<file path="config.mk">
export PLATFORM = sky130hd
export DESIGN_NAME = riscv_fetch_prefetch_queue
export DESIGN_NICKNAME = d
export VERILOG_FILES = /design/src/rtl/riscv_fetch_prefetch_queue_pkg.sv /design/src/rtl/riscv_fetch_fifo.sv /design/src/rtl/riscv_fetch_prefetch_queue.sv
export SDC_FILE = /design/constraint.sdc
export NUM_CORES = 1
export LEC_CHECK = 0
export ABC_AREA = 1
export CORE_MARGIN = 1.5
export CORE_UTILIZATION = 40
export CTS_BUF_LIST = sky130_fd_sc_hd__clkbuf_4 sky130_fd_sc_hd__clkbuf_8
export CTS_CLUSTER_SIZE = 28
export DETAILED_ROUTE_END_ITERATION = 12
export GPL_TIMING_DRIVEN = 0
export HOLD_SLACK_MARGIN = 0.05
export PLACE_DENSITY = 0.74
export SLEW_MARGIN = 20
export SYNTH_ARGS = -nofsm -noshare
export SYNTH_HDL_FRONTEND = slang
export SYNTH_SLANG_ARGS = --single-unit
</file>
<file path="constraint.sdc">
create_clock -name clk -period 6.7 [get_ports clk]
set_input_delay 1.34 -clock clk [delete_from_list [all_inputs] [get_ports clk]]
set_output_delay 1.34 -clock clk [all_outputs]
set_load 0.01 [all_outputs]
</file>
<file path="src/rtl/riscv_fetch_prefetch_queue_pkg.sv">
// Shared types and constants for the instruction prefetch queue.
// Holds the fetch FSM state type, the FIFO entry layout and the opcode-width decode.
package riscv_fetch_prefetch_queue_pkg;

  typedef enum logic [1:0] {
    IDLE         = 2'd0,
    WAIT_GNT     = 2'd1,
    WAIT_RVALID  = 2'd2,
    WAIT_ABORTED = 2'd3
  } fetch_state_t;

  localparam logic [1:0]  C_OPCODE_32B = 2'b11;
  localparam logic [31:0] WORD_BYTES   = 32'd4;

  typedef struct packed {
    logic [31:0] addr;
    logic [31:0] rdata;
  } fifo_entry_t;

  // Low opcode bits 2'b11 mark a full 32-bit instruction.
  function automatic logic is_32b(input logic [1:0] op);
    return (op == C_OPCODE_32B);
  endfunction

endpackage

</file>
<file path="src/rtl/riscv_fetch_fifo.sv">
// Shift-down word FIFO for the prefetch queue; entry 0 is always the head.
// Exposes head and next entries so the top can realign across word boundaries.
module riscv_fetch_fifo
  import riscv_fetch_prefetch_queue_pkg::*;
#(
  parameter int DEPTH = 3,
  parameter int CW    = $clog2(DEPTH + 1)
) (
  input  logic          clk,
  input  logic          rst_n,
  input  logic          push,
  input  logic          pop,
  input  logic          flush,
  input  fifo_entry_t   push_data,
  output fifo_entry_t   head,
  output fifo_entry_t   next,
  output logic          head_valid,
  output logic          next_valid,
  output logic [CW-1:0] count
);

  localparam int IW = $clog2(DEPTH);

  fifo_entry_t   mem_r [DEPTH];
  logic [CW-1:0] count_r;
  logic          do_pop_s;
  logic          do_push_s;
  logic [IW-1:0] wr_idx_s;

  // Qualify push/pop against occupancy and pick the write slot after any shift.
  always_comb begin
    do_pop_s  = pop & (count_r != '0);
    do_push_s = push & ((count_r < CW'(DEPTH)) | do_pop_s);
    if (do_pop_s) begin
      wr_idx_s = IW'(count_r - CW'(1));
    end else begin
      wr_idx_s = IW'(count_r);
    end
  end

  // Storage and occupancy; flush only needs to clear the count.
  always_ff @(posedge clk or negedge rst_n) begin
    if (!rst_n) begin
      count_r <= '0;
      for (int i = 0; i < DEPTH; i++) begin
        mem_r[i] <= '0;
      end
    end else if (flush) begin
      count_r <= '0;
    end else begin
      if (do_pop_s) begin
        for (int i = 0; i < DEPTH - 1; i++) begin
          mem_r[i] <= mem_r[i + 1];
        end
      end
      if (do_push_s) begin
        mem_r[wr_idx_s] <= push_data;
      end
      case ({do_push_s, do_pop_s})
        2'b10:   count_r <= count_r + CW'(1);
        2'b01:   count_r <= count_r - CW'(1);
        default: count_r <= count_r;
      endcase
    end
  end

  assign head       = mem_r[0];
  assign next       = mem_r[1];
  assign head_valid = (count_r != '0);
  assign next_valid = (count_r > CW'(1));
  assign count      = count_r;

endmodule

</file>
<file path="src/rtl/riscv_fetch_prefetch_queue.sv">
// Instruction prefetch queue: word fetch over req/gnt/rvalid, halfword realignment,
// branch and hardware-loop redirects, one instruction at a time to the fetch stage.
module riscv_fetch_prefetch_queue
  import riscv_fetch_prefetch_queue_pkg::*;
#(
  parameter int DEPTH = 3
) (
  input  logic        clk,
  input  logic        rst_n,
  input  logic        req_i,
  input  logic        branch_i,
  input  logic [31:0] addr_i,
  input  logic        hwloop_i,
  input  logic [31:0] hwloop_target_i,
  input  logic        ready_i,
  output logic        valid_o,
  output logic [31:0] rdata_o,
  output logic [31:0] addr_o,
  output logic        is_hwlp_o,
  output logic        instr_req_o,
  output logic [31:0] instr_addr_o,
  input  logic        instr_gnt_i,
  input  logic        instr_rvalid_i,
  input  logic [31:0] instr_rdata_i,
  output logic        busy_o
);

  localparam int CW = $clog2(DEPTH + 1);

  fetch_state_t  state_r, state_nxt_s;
  logic [31:0]   fetch_addr_r, fetch_addr_nxt_s;
  logic [31:0]   pc_r, pc_nxt_s;
  logic          is_hwlp_r, is_hwlp_nxt_s;

  fifo_entry_t   head_s, next_s, push_entry_s;
  logic          head_valid_s, next_valid_s;
  logic [CW-1:0] count_s, occ_s;

  logic          valid_s, consume_s, hwlp_take_s, redirect_s;
  logic          pop_s, push_s, space_s, req_s;
  logic [31:0]   rdata_s, target_s;
  logic          unused_addr_s;

  assign push_entry_s = '{addr: fetch_addr_r, rdata: instr_rdata_i};

  riscv_fetch_fifo #(
    .DEPTH (DEPTH),
    .CW    (CW)
  ) u_fifo (
    .clk        (clk),
    .rst_n      (rst_n),
    .push       (push_s),
    .pop        (pop_s),
    .flush      (redirect_s),
    .push_data  (push_entry_s),
    .head       (head_s),
    .next       (next_s),
    .head_valid (head_valid_s),
    .next_valid (next_valid_s),
    .count      (count_s)
  );

  // Entry addresses travel with the data for debug visibility only.
  assign unused_addr_s = ^{head_s.addr, next_s.addr};

  // Realign the instruction starting at pc_r from the head (and next) word.
  always_comb begin
    valid_s = 1'b0;
    rdata_s = head_s.rdata;
    if (!pc_r[1]) begin
      valid_s = head_valid_s;
      rdata_s = head_s.rdata;
    end else if (!is_32b(head_s.rdata[17:16])) begin
      valid_s = head_valid_s;
      rdata_s = {16'h0000, head_s.rdata[31:16]};
    end else begin
      valid_s = head_valid_s & next_valid_s;
      rdata_s = {next_s.rdata[15:0], head_s.rdata[31:16]};
    end
  end

  assign valid_o = valid_s & ~branch_i;

  // Handshake, redirect selection and FIFO push/pop with lookahead occupancy.
  always_comb begin
    consume_s   = valid_o & ready_i;
    hwlp_take_s = consume_s & hwloop_i;
    redirect_s  = branch_i | hwlp_take_s;
    if (branch_i) begin
      target_s = addr_i;
    end else begin
      target_s = hwloop_target_i;
    end
    pop_s  = consume_s & (pc_r[1] | is_32b(rdata_s[1:0]));
    push_s = instr_rvalid_i & (state_r == WAIT_RVALID) & ~redirect_s;
    // Space must hold after this cycle's push/pop, since the new word lands later.
    occ_s  = count_s + CW'(push_s) - CW'(pop_s);
    if (redirect_s) begin
      space_s = 1'b1;
    end else begin
      space_s = (occ_s < CW'(DEPTH));
    end
  end

  // Fetch FSM next state and memory request.
  always_comb begin
    state_nxt_s = state_r;
    req_s       = 1'b0;
    case (state_r)
      IDLE: begin
        req_s = req_i & space_s;
        if (req_s) begin
          state_nxt_s = instr_gnt_i ? WAIT_RVALID : WAIT_GNT;
        end else begin
          state_nxt_s = IDLE;
        end
      end
      WAIT_GNT: begin
        req_s = 1'b1;
        if (instr_gnt_i) begin
          state_nxt_s = WAIT_RVALID;
        end else begin
          state_nxt_s = WAIT_GNT;
        end
      end
      WAIT_RVALID, WAIT_ABORTED: begin
        if (instr_rvalid_i) begin
          req_s = req_i & space_s;
          if (!req_s) begin
            state_nxt_s = IDLE;
          end else if (instr_gnt_i) begin
            state_nxt_s = WAIT_RVALID;
          end else begin
            state_nxt_s = WAIT_GNT;
          end
        end else if (redirect_s) begin
          req_s       = 1'b0;
          state_nxt_s = WAIT_ABORTED;
        end else begin
          req_s       = 1'b0;
          state_nxt_s = state_r;
        end
      end
      default: begin
        req_s       = 1'b0;
        state_nxt_s = IDLE;
      end
    endcase
  end

  // Next fetch address, program counter and hardware-loop flag.
  always_comb begin
    if (redirect_s) begin
      fetch_addr_nxt_s = {target_s[31:2], 2'b00};
    end else if (push_s) begin
      fetch_addr_nxt_s = fetch_addr_r + WORD_BYTES;
    end else begin
      fetch_addr_nxt_s = fetch_addr_r;
    end

    if (redirect_s) begin
      pc_nxt_s = target_s;
    end else if (consume_s) begin
      pc_nxt_s = pc_r + (is_32b(rdata_s[1:0]) ? WORD_BYTES : 32'd2);
    end else begin
      pc_nxt_s = pc_r;
    end

    if (branch_i) begin
      is_hwlp_nxt_s = 1'b0;
    end else if (hwlp_take_s) begin
      is_hwlp_nxt_s = 1'b1;
    end else if (consume_s) begin
      is_hwlp_nxt_s = 1'b0;
    end else begin
      is_hwlp_nxt_s = is_hwlp_r;
    end
  end

  // Control state registers.
  always_ff @(posedge clk or negedge rst_n) begin
    if (!rst_n) begin
      state_r      <= IDLE;
      fetch_addr_r <= 32'h0000_0000;
      pc_r         <= 32'h0000_0000;
      is_hwlp_r    <= 1'b0;
    end else begin
      state_r      <= state_nxt_s;
      fetch_addr_r <= fetch_addr_nxt_s;
      pc_r         <= pc_nxt_s;
      is_hwlp_r    <= is_hwlp_nxt_s;
    end
  end

  assign instr_req_o  = req_s;
  assign instr_addr_o = fetch_addr_nxt_s;
  assign rdata_o      = rdata_s;
  assign addr_o       = pc_r;
  assign is_hwlp_o    = is_hwlp_r & valid_o;
  assign busy_o       = req_s | (state_r != IDLE);

endmodule
</file>
==> results.json <==
{
  "outcome": "completed",
  "max_slew_margin_pct": 53.8,
  "coreArea_um2": 27100,
  "syn_area_per_cell_um2": 6.55,
  "crit_cells": 21,
  "grt_pass1_wl_um": 64000,
  "fp.dieArea_um2": 28800,
  "area.growth.synth_to_final_pct": 26.4,
  "drt_iter0_drc": 1110,
  "post-layout-total-power_uw": 4410,
  "r2r_cells": 20,
  "critical_path.top_delay_family": "buffers and inverters",
  "seq_area_frac_synth_pct": 37.2,
  "worst_path_max_delay_cell": "sky130_fd_sc_hd__dfrtp_1",
  "async_flop_share_pct": 100,
  "io-pin-count": 204,
  "cts.clk_slew.worst_paths_ns": 0.10,
  "critical_path.cell_chain": "clkbuf_1 -> o21ai_0 -> nand2_1 -> ha_1 -> inv_1 -> nand4_2 -> inv_2 -> buf_2 -> buf_2 -> ha_1 -> inv_1 -> ha_1 -> xnor2_1 -> o21ai_0 -> a21oi_1 -> nand2_1 -> nand2_1 -> nand2_1 -> nand2_1 -> inv_1 -> clkdlybuf4s50_1",
  "postSynthNetCount": 1810,
  "vias_per_cell": 5.31,
  "synth_top_cell_by_area": "sky130_fd_sc_hd__dfrtp_1",
  "critPathMaxFanout": 10,
  "synth_seq_cells": 165,
  "detailed_place.area_um2": 13700,
  "criticalPathCategory": "flip-flop to output pin",
  "cp.required_ns": 5.36,
  "yosys_most_used_dff": "sky130_fd_sc_hd__dfrtp_1",
  "worst_clock_skew_ns": 0.0154,
  "initial_utilization_pct": 41.0,
  "timing.fmax_mhz": 158,
  "grt_start_max_net_pins": 68,
  "count_of_flip_flops_with_a_built_in_enable_after_synthesis": 0,
  "synth_cell_type_count": 37,
  "crit-reg2reg-launch": "addr_o[1]$_DFFE_PN0N_",
  "timing.critical_path.arrival_ns": 4.97,
  "cap_violations": 0,
  "rsz0062_at_grt": "no",
  "gp_congestion": 0.968,
  "vias": 12233,
  "routedWlPerCell_um": 17.8,
  "tritoncts.num_buffers": 17,
  "cts_hold_buf": 0,
  "cts_resized": 0,
  "post-synth-top-count-cell": "sky130_fd_sc_hd__nand2_1",
  "die_height_um": 170,
  "via_count_of_the_first_global_routing_pass": 11621,
  "ys_warn_count": 0,
  "clk_root_buffer_cell": "sky130_fd_sc_hd__clkbuf_8",
  "worst_skew_pair.late_latency_ns": 0.48,
  "fraction_of_synthesized_cell_area_taken_by_the_top_area_cell_type_pct": 37.2,
  "tns_ns": 0,
  "dp_hpwl_um": 31600,
  "timing.critical_path.mode_cell": "sky130_fd_sc_hd__nand2_1",
  "fin_util_pct": 51.8,
  "insertedDiodeCount": 0,
  "h_tree_levels": 4,
  "syn-cell-area_um2": 11100,
  "setup.worst_path.end": "instr_req_o",
  "design.final.nets": 2033,
  "startpoint_types": "flip-flop",
  "grt_use_total_pct": 28.9,
  "min_period_ns": 6.31,
  "critical_path.max_stage_delay_ns": 0.50,
  "cts.repair_timing.setup_buffer_count": 0,
  "row_count": 60,
  "synth_top_cells_by_area": "sky130_fd_sc_hd__dfrtp_1 37%, sky130_fd_sc_hd__nand2_1 22%, sky130_fd_sc_hd__inv_1 7.1%",
  "worst_hold_path_type": "flip-flop to flip-flop",
  "detail_route.drc_violations": 0,
  "critical_path.reg2reg.endpoint": "state_r[0]$_DFFE_PN0P_",
  "tightest_slew_ns": 0.693,
  "final_cell_area_um2": 14000,
  "critPathLaunch": "addr_o[1]$_DFFE_PN0N_",
  "worst-r2r-setup-slack_ns": 2.52,
  "timing.critical_path.to_type": "output pin",
  "critPathBufInv": 8,
  "residual_antenna_violating_net_count_after_detailed_routing": 0,
  "die_w_um": 170,
  "final_hold_vios": 0,
  "cts-root-to-sink-buffers": 2,
  "leakage_uw": 0.00683,
  "grt_overflow_total": 0,
  "number_of_port_buffers": 202,
  "number_of_antenna_violations_at_the_first_check_in_global_routing": 0,
  "drive_gt1_share_pct": 6.11,
  "wirelength_um": 41000,
  "power.density_nw_per_um2": 314,
  "netlist_top_cells_count": "637 x sky130_fd_sc_hd__nand2_1, 210 x sky130_fd_sc_hd__inv_1, 165 x sky130_fd_sc_hd__dfrtp_1",
  "cts.sinks": 165,
  "crit_share_post_route_pct": 94.2,
  "synth_cells": 1696,
  "drv_slew": 0,
  "clock_tree_from_tritoncts": "yes",
  "setup_viol_count_final": 0,
  "worst_ir_drop_vdd_mv": 0.198,
  "dr.pass1.iters": 5
}
-- layer usage --
metal	GRT usage [%]	part of all wire, %
met1	37.4	40
met2	48.0	46
met3	5.39	9.6
met4	10.8	3.6
met5	0	0
-- kinds of logic (layout without fill, tap and decap cells) --
| logic type | after synthesis | in the layout | synth area share, % |
|---|---|---|---|
| buffers and inverters | 310 | 546 | 11.9 |
| AOI/OAI and AO/OA | 214 | 214 | 10.3 |
| DFF | 165 | 165 | 37.2 |
| adders and majority gates | 10 | 10 | 1.19 |
| xor gates and xnor gates | 31 | 31 | 2.44 |
| and+or+nand+nor | 966 | 966 | 37.0 |
-- worst min-delay path by stage --
stage / from / endpoint / cells past startpoint
4_1_cts: u_fifo.next[2]$_DFFE_PN0N_ / u_fifo.next[2]$_DFFE_PN0N_ / 2
5_1_grt: u_fifo.head[23]$_DFFE_PN0N_ / u_fifo.head[23]$_DFFE_PN0N_ / 2
3_5_place_dp: u_fifo.head[31]$_DFFE_PN0N_ / u_fifo.head[31]$_DFFE_PN0N_ / 2
6_report: u_fifo.next[14]$_DFFE_PN0N_ / u_fifo.next[14]$_DFFE_PN0N_ / 2
2_1_floorplan: u_fifo.head[18]$_DFFE_PN0N_ / u_fifo.head[18]$_DFFE_PN0N_ / 2
3_3_place_gp: u_fifo.head[20]$_DFFE_PN0N_ / u_fifo.head[20]$_DFFE_PN0N_ / 2
-- where the power goes --
part | leakage [uW] | switching [uW] | total [uW] | internal (uW)
clock | 0.000192 | 442 | 751 | 309
combinational | 0.00453 | 1200 | 2030 | 827
sequential | 0.00210 | 303 | 1630 | 1330
total | 0.00683 | 1950 | 4410 | 2470
-- worst register-to-register path, delay by kind of cell (launching register included) --
family,cells,cell delay [ns]
AND/OR/NAND/NOR,6,0.86
buffers and inverters,6,1.09
XOR/XNOR,1,0.15
flip-flops,1,0.50
AO/OA/AOI/OAI,4,0.77
adder cells (fa/ha/maj),3,0.70
-- through the flow --
stage / worst slack [ns] / instances / hold WS [ns]
2_1_floorplan: 2.09 / 1696 / 0.449
3_3_place_gp: -2.87 / 2270 / 0.462
3_5_place_dp: 0.784 / 2272 / 0.465
4_1_cts: 0.481 / 2304 / 0.493
5_1_grt: 0.0735 / 2304 / 0.506
6_report: 0.390 / 2304 / 0.489
-- placed cells by master (no fill, tap or decap), types with 4 or more instances in the layout --
| cell type | n |
|---|---|
| sky130_fd_sc_hd__buf_4 | 6 |
| sky130_fd_sc_hd__nand4_1 | 77 |
| sky130_fd_sc_hd__buf_2 | 40 |
| sky130_fd_sc_hd__inv_6 | 4 |
| sky130_fd_sc_hd__buf_6 | 11 |
| sky130_fd_sc_hd__clkbuf_1 | 29 |
| sky130_fd_sc_hd__ha_1 | 9 |
| sky130_fd_sc_hd__nand3b_1 | 8 |
| sky130_fd_sc_hd__a31oi_1 | 12 |
| sky130_fd_sc_hd__nand2_2 | 4 |
| sky130_fd_sc_hd__o22ai_1 | 14 |
| sky130_fd_sc_hd__o21ai_0 | 91 |
| sky130_fd_sc_hd__inv_1 | 210 |
| sky130_fd_sc_hd__clkdlybuf4s50_1 | 201 |
| sky130_fd_sc_hd__a21oi_1 | 49 |
| sky130_fd_sc_hd__xor2_1 | 26 |
| sky130_fd_sc_hd__o21ai_1 | 34 |
| sky130_fd_sc_hd__clkinv_4 | 4 |
| sky130_fd_sc_hd__nand3_1 | 91 |
| sky130_fd_sc_hd__o31ai_1 | 4 |
| sky130_fd_sc_hd__nor3_1 | 30 |
| sky130_fd_sc_hd__dfrtp_1 | 165 |
| sky130_fd_sc_hd__nor2_1 | 106 |
| sky130_fd_sc_hd__xnor2_1 | 5 |
| sky130_fd_sc_hd__clkbuf_8 | 17 |
| sky130_fd_sc_hd__nand2_1 | 637 |
| sky130_fd_sc_hd__inv_2 | 7 |
| sky130_fd_sc_hd__buf_1 | 7 |
-- layout make-up --
class,count,area [um2]
well taps,372,465
flip-flops and latches,165,4130
fillers,2723,13100
clock buffers,18,241
clock inverters,14,143
repair buffers,204,2080
inverters,217,815
multi-input cells,1221,5670
plain buffers,93,504
Power figures use the tool's default switching activity.
